`src/rtl/gray_counter.sv`:
```
// Binary/Gray up counter with synchronous load, registered terminal-count pulse and async reset.
// Define GRAY_COUNTER_DOWN_EN to add the dir port and down counting.
module gray_counter #(
  parameter int unsigned WIDTH = 4
) (
  input  logic             clk,
  input  logic             rst,
  input  logic             en,
  input  logic             load,
  input  logic [WIDTH-1:0] load_bin,
`ifdef GRAY_COUNTER_DOWN_EN
  input  logic             dir,
`endif
  output logic [WIDTH-1:0] binary,
  output logic [WIDTH-1:0] gray,
  output logic             tc
);

  logic [WIDTH-1:0] bin_q, bin_d;
  logic [WIDTH-1:0] gray_q, gray_d;
  logic             tc_q, tc_d;
  logic             count_up;

`ifdef GRAY_COUNTER_DOWN_EN
  assign count_up = dir;
`else
  assign count_up = 1'b1;
`endif

  always_comb begin
    bin_d = bin_q;
    tc_d  = 1'b0;
    if (load) begin
      // A load never raises tc, even when it lands on a wrap value.
      bin_d = load_bin;
    end else if (en) begin
      if (count_up) begin
        bin_d = bin_q + WIDTH'(1);
        tc_d  = (bin_q == {WIDTH{1'b1}});
      end else begin
        bin_d = bin_q - WIDTH'(1);
        tc_d  = (bin_q == '0);
      end
    end
    // Gray is encoded from the next count so both flops update together.
    gray_d = bin_d ^ (bin_d >> 1);
  end

  always_ff @(posedge clk or posedge rst) begin
    if (rst) begin
      bin_q  <= '0;
      gray_q <= '0;
      tc_q   <= 1'b0;
    end else begin
      bin_q  <= bin_d;
      gray_q <= gray_d;
      tc_q   <= tc_d;
    end
  end

  assign binary = bin_q;
  assign gray   = gray_q;
  assign tc     = tc_q;

endmodule

```
`config.mk`:
```
export PLATFORM = sky130hd
export DESIGN_NAME = gray_counter
export DESIGN_NICKNAME = d
export VERILOG_FILES = /design/src/rtl/gray_counter.sv
export SDC_FILE = /design/constraint.sdc
export NUM_CORES = 1
export LEC_CHECK = 0
export BUFFER_PORTS_ARGS = -buffer_cell sky130_fd_sc_hd__buf_2
export CAP_MARGIN = 20
export CORE_AREA = 2 2 39 41
export CTS_BUF_LIST = sky130_fd_sc_hd__clkbuf_4
export CTS_CLUSTER_DIAMETER = 30
export CTS_CLUSTER_SIZE = 25
export DETAILED_ROUTE_END_ITERATION = 10
export DIE_AREA = 0 0 41 43
export SYNTH_ARGS = -nofsm -noshare
export SYNTH_HDL_FRONTEND = slang
export SYNTH_SLANG_ARGS = --single-unit
```
`constraint.sdc`:
```
create_clock -name clk -period 2 [get_ports clk]
set_clock_uncertainty 0.05 [all_clocks]
set_input_delay 0.1 -clock clk [delete_from_list [all_inputs] [get_ports clk]]
set_output_delay 0.1 -clock clk [all_outputs]
set_load 0.03 [all_outputs]
```
==> results of run 1 <==
## per-layer routing
metal	share of wire	wire length, um	global-route usage
met2	0.50	333	0.150
met3	0.077	51	0.0314
met5	0	0	0
met4	0	0	0.0600
met1	0.42	278	0.0930
## power by group
part / internal (mW) / switching [mW] / leakage (nW)
sequential: 0.191 / 0.0191 / 0.0963
clock: 0.0687 / 0.0550 / 0.0138
combinational: 0.0688 / 0.119 / 0.155
## stage by stage
| step | util | hold WS (ns) |
|---|---|---|
| final | 0.373 | 0.0345 |
| after global routing | 0.373 | 0.0400 |
| after CTS | 0.373 | 0.0302 |
| after detailed placement | 0.350 | 0.0103 |
| after global placement | 0.350 | 0.00923 |
| after floorplan | - | -0.134 |
## cells by family (layout without fill, tap and decap cells)
kind of cell	after synthesis	after routing	synth area share
muxes	3	3	0.117
and+or+nand+nor	6	6	0.0861
buffers and inverters	5	23	0.0831
AOI/OAI and AO/OA	2	2	0.0431
adders and majority gates	1	1	0.0308
DFF	8	8	0.492
xor gates and xnor gates	6	6	0.148
## state kept, by name (all words and copies together) (netlist names)
signal / cells
binary: 4
gray: 3
tc: 1
## cells in the final DEF, fill, tap and decap left out
| master | Yosys | routed |
|---|---|---|
| nand2_2 | 1 | 1 |
| buf_2 | 0 | 16 |
| inv_1 | 3 | 3 |
| dlygate4sd3_1 | 0 | 1 |
| nand2_1 | 2 | 2 |
| ha_1 | 1 | 1 |
| nor3_1 | 1 | 1 |
| xor2_1 | 1 | 1 |
| nor2_1 | 1 | 1 |
| mux2i_1 | 1 | 1 |
| xnor2_1 | 4 | 4 |
| dfrtp_1 | 8 | 8 |
| mux2_4 | 1 | 1 |
| xnor2_2 | 1 | 1 |
| clkbuf_4 | 0 | 3 |
| mux2i_4 | 1 | 1 |
| a21oi_2 | 1 | 1 |
| o21ai_2 | 1 | 1 |
| nand4_2 | 1 | 1 |
## layout make-up
cell class | count | area (sq um)
fillers | 150 | 867
flip-flops and latches | 8 | 200
multi-input cells | 18 | 173
repair buffers | 17 | 90.1
clock buffers | 3 | 22.5
well taps | 16 | 20.0
inverters | 3 | 11.3
## how the worst max path moves through the flow
stage                     startpoint  endpoint  cells after the start
after floorplan            binary[0]   gray[1]                      5
after global placement     binary[0]   gray[1]                      5
after detailed placement   binary[0]   gray[1]                      5
after CTS                  binary[0]   gray[1]                      5
after global routing       binary[0]   gray[1]                      5
final                      binary[0]   gray[1]                      5
## worst reg2reg max path, cell delays in order (launching register included)
cell and delay, ns:
dfrtp_1 0.42, ha_1 0.31, mux2i_1 0.13, nor2_1 0.06
a21oi_2 0.18, xor2_1 0.15
## repair_timing
action	4_1_cts	5_1_grt
hold endpoints to repair	8	0
resized for setup	0	0
hold buffers	1	0
==> out/qor.csv, run 1 <==
stage,metric,value,unit
outcome,outcome,"finished, final reports clean",
global_routing,grt total ovfl,0,
pwr,PD cells,1010,nW/um^2
routing,vias,276,
die,I/O pin count,17,
die,core box area,1380,sq um
die,die height,43,um
logic_synthesis,Syn Area/Cell,13.1,sq um
timing,Setup Viol. Count Final,0,
logic_synthesis,ys flop type,dfrtp_1,
logic_synthesis,Mapped Cells,31,
logic_synthesis,most frequent cells after synthesis,"dfrtp_1, xnor2_1, inv_1, nand2_1",
logic_synthesis,Area contributors post-synth,"dfrtp_1, xnor2_1, mux2i_4, xnor2_2, buf_8",
logic_synthesis,post-synthesis cell area,407,sq um
logic_synthesis,"Seq/Total Area, Yosys",0.492,
die,Initial Utilization,0.294,
critical_path,Worst R2R Path Depth,5,
cts,CTS max path bufs,2,
cts,CTS tree,built,
cts,clk slew on worst S/H paths,0.06,ns
min_path,hold endpoint,binary[1],
global_routing,antenna violations before repair,0,
cts,postcts setup bufs,0,
critical_path,crit path launch type,flop,
die,Chip Width,41,um
cts,CTS buffer count,3,
cells_and_area,Final #Nets,60,
critical_path,largest fanout on the critical path,4,
placement,gp weighted congestion,0.674,
global_routing,GRT Overall Usage,0.0923,
placement,pre-CTS WS,0.623,ns
logic_synthesis,#FFs+latches synth,8,
critical_path,Worst EP arrival,1.50,ns
global_routing,pin count of the biggest net entering global routing,9,
placement,placed cells,61,
placement,"Cell Area, Placed",484,sq um
timing,Pins Over Slew Limit,0,
logic_synthesis,Ys Warns,0,
global_routing,vias in the first global route,285,
critical_path,crit path capture type,flop,
critical_path,R2R setup slack,0.63,ns
logic_synthesis,"Distinct cells, synth",18,
routing,initial drt markers,3,
routing,drt pass-1 iters,2,
timing,Slew @ Worst Pin,0.306,ns
critical_path,CP cell instances,ha_1 > mux2i_1 > nor2_1 > a21oi_2 > xor2_1,
min_path,Hold Path Depth,3,
min_path,HP Class,in -> reg,
critical_path,"Buf+Inv Stages, Crit Path",0,
pwr,Total Power,0.522,mW
timing,unrepaired setup endpoints after global routing,no,
timing,Tcrit/Tclk final,0.683,
timing,count of final hold-check violations,0,
logic_synthesis,Synth top area share,0.492,
die,Cell Rows,14,
timing,Setup WS post-layout,0.634,ns
cells_and_area,Area Growth Syn to Fin,27.1,%
global_routing,first-pass GRT wire length,1070,um
critical_path,critical path's largest stage delay,0.42,ns
routing,# DRC,0,
timing,maximum clock rate,0.732,GHz
critical_path,cell family with most CP delay,flip-flops,
cells_and_area,diodes inserted,0,
critical_path,Worst Path Required,2.13,ns
timing,setup tns final,0,ns
logic_synthesis,Post-Syn Nets,40,
placement,I/O Buffers,16,
pwr,worst vdd ir,261,uV
cells_and_area,post-layout instance area,517,sq um
critical_path,CP max stage cell,dfrtp_1,
cells_and_area,Non-Filler Instances,65,
routing,Antenna Nets Post-Route,0,
critical_path,FF-to-FF End,gray[1],
routing,Routed WL per cell,10.2,um
logic_synthesis,Async SR Flop Fraction,1.00,
job,max-cap viol count,0,
critical_path,Crit Reg-Reg Startpoint,binary[0],
timing,Slew Limit Headroom,0.796,
cts,CTS H-tree depth,1,
cts,clock net sink count,8,
logic_synthesis,most frequent cell after synthesis,dfrtp_1,
routing,vias per inst,4.25,
min_path,Hold Path Origin,load_bin[1],
cells_and_area,layout cells sized above 1,0.531,
cts,worst skew pair latency,0.25,ns
cts,CTS root buf,clkbuf_4,
routing,Post-Route WL,664,um
logic_synthesis,Post-synth EDFFs,0,
critical_path,WS Path Type,reg -> reg,
logic_synthesis,"area leader, netlist",dfrtp_1,
die,Die ar.,1760,sq um
timing,min Tclk post-route,1.37,ns
pwr,total leakage power,0.265,nW
(Power assumes the default switching activity.)
==> inputs of run 2 (changes only) <==
clock period = 1.1 ns   (was 2 ns; I/O delays follow)
==> run 2 against run 1 <==
The run now ends with negative setup slack left. Critical endpoint unchanged. Critical path depth is the same. Utilization increased by 11 points. Sequential share of layout area is 8.4 points lower. Fmax up 2.8%. First-iteration DRC count down 67%. Via count increased by 16%. Global-route usage is 2.1 points higher. Power increased by 120%. Combinational power grew to 2.5 times the previous value.
==> out/qor.csv, run 2 (synthesis gave the netlist of run 1 again) <==
stage,metric,value,unit
die,Initial Utilization,0.294,
cells_and_area,diodes inserted,0,
critical_path,WS Path Type,reg -> reg,
cts,worst skew pair latency,0.25,ns
critical_path,cell family with most CP delay,flip-flops,
die,Chip Width,41,um
routing,# DRC,0,
routing,Routed WL per cell,10.3,um
timing,Setup WS post-layout,-0.229,ns
cells_and_area,layout cells sized above 1,0.633,
timing,unrepaired setup endpoints after global routing,yes,
pwr,Pint,0.737,mW
cells_and_area,"commonest cells after routing, fill and taps aside","buf_2, buf_6, dfrtp_1, buf_4",
cells_and_area,Area Growth Syn to Fin,65.2,%
critical_path,Crit Reg-Reg Startpoint,binary[1],
die,core box area,1380,sq um
pwr,Seq pwr share,0.339,
critical_path,CP max stage cell,dfrtp_2,
routing,drt pass-1 iters,2,
pwr,Sw Share,0.345,
pwr,Combinational Power Share,0.421,
routing,vias,319,
cells_and_area,Final #Nets,70,
pwr,total leakage power,0.330,nW
pwr,PD cells,1670,nW/um^2
pwr,Total Power,1.12,mW
cts,CTS H-tree depth,1,
timing,Slew @ Worst Pin,0.324,ns
cts,clk slew on worst S/H paths,0.06,ns
job,max-cap viol count,0,
pwr,switching power total,0.388,mW
routing,vias per inst,4.20,
outcome,failing checks,negative setup slack,
min_path,HP Class,in -> reg,
cells_and_area,"most common cell after layout, fill and taps aside",buf_2,
timing,min Tclk post-route,1.33,ns
global_routing,grt total ovfl,0,
timing,Setup Viol. Count Final,7,
timing,count of final hold-check violations,0,
cts,clock net sink count,8,
global_routing,antenna violations before repair,0,
cts,CTS buffer count,3,
die,die height,43,um
cells_and_area,post-layout instance area,672,sq um
global_routing,pin count of the biggest net entering global routing,9,
critical_path,crit path from,binary[1],
timing,Slew Limit Headroom,0.783,
critical_path,"Buf+Inv Stages, Crit Path",0,
pwr,clock share of power,0.239,
critical_path,Worst Path Required,1.22,ns
placement,"Cell Area, Placed",551,sq um
die,Cell Rows,14,
critical_path,CP cell instances,ha_4 > mux2i_1 > nor2_1 > a21oi_2 > xor2_1,
timing,Tcrit/Tclk final,1.21,
min_path,Hold Path Origin,load_bin[2],
timing,Pins Over Slew Limit,0,
pwr,worst vdd ir,833,uV
global_routing,vias in the first global route,337,
routing,initial drt markers,1,
outcome,outcome,finished with violations,
critical_path,Worst EP arrival,1.45,ns
global_routing,GRT Overall Usage,0.114,
die,Die ar.,1760,sq um
cts,CTS tree,built,
critical_path,crit path capture type,flop,
critical_path,critical path's largest stage delay,0.43,ns
cells_and_area,max FFs per register,4,
placement,I/O Buffers,16,
routing,Post-Route WL,782,um
placement,Final HPWL DP,596,um
die,I/O pin count,17,
global_routing,first-pass GRT wire length,1300,um
critical_path,largest fanout on the critical path,3,
routing,Antenna Nets Post-Route,0,
timing,maximum clock rate,0.752,GHz
critical_path,crit path launch type,flop,
cts,CTS max path bufs,2,
cts,CTS root buf,clkbuf_4,
placement,gp weighted congestion,0.642,
## run 2: cell count changes in the layout (fill, tap and decap cells not counted), sizes merged
cell	previous run	this run
buf	16	23
dlygate4sd3	1	4
clkbuf	3	4
## run 2: timing repair
| item | 4_1_cts | 5_1_grt |
|---|---|---|
| setup endpoints to repair | 8 | 9 |
| hold endpoints to repair | 11 | 0 |
| hold buffers | 4 | 0 |
| resized for setup | 9 | 3 |
| buffers inserted | 1 | 0 |
| pin swaps | 2 | 0 |
## run 2: area by class of cell
type	instances	area (sq um)
timing repair buffer	27	205
clock buffer	4	30.0
sequential	8	204
fill	135	712
inverter	3	11.3
tap	16	20.0
multi-input combinational	18	201
## run 2: power groups by stage
stage               clock network [mW]  registers (mW)  logic [mW]
detailed placement                   0           0.388       0.407
finish                           0.269           0.382       0.474
floorplan                            0           0.508       0.157
global placement                     0           0.386       0.402
CTS                              0.285           0.382       0.474
global route                     0.293           0.389       0.512
## run 2: final timing paths
check                             to  slack (ns)  depth (start not counted)
setup / recovery             gray[1]       -0.23                          5
hold / removal             binary[2]        0.02                          3
setup reg to reg             gray[1]       -0.23                          5
hold reg to reg                   tc        0.61                          3
max in group asynchronous  binary[2]        0.48                          3
min in group asynchronous  binary[3]        0.25                          3
## run 2: worst reg2reg max path, cell delays in order, from the launching register on
cell     delay, ns
dfrtp_2       0.43
ha_4          0.24
mux2i_1       0.14
nor2_1        0.07
a21oi_2       0.18
xor2_1        0.15
## run 2: stage by stage
step | std cells | setup WS, ns | util | hold WS, ns | setup TNS (ns)
after floorplan | 31 | -0.240 | - | -0.180 | -1.10
after global placement | 67 | -0.228 | 0.398 | -0.0392 | -0.790
after detailed placement | 67 | -0.230 | 0.398 | -0.0286 | -0.813
after CTS | 76 | -0.249 | 0.481 | 0.0127 | -1.11
after global routing | 76 | -0.329 | 0.486 | 0.0228 | -1.42
final | 76 | -0.229 | 0.486 | 0.0189 | -1.02
## run 2: per-layer routing
metal  vias to the layer above  track usage  part of all wire
met5                         -            0                 0
met4                         0       0.0800                 0
met2                        11        0.181              0.55
met3                         0       0.0314             0.069
li1                        157            -                 -
met1                       151        0.120              0.38
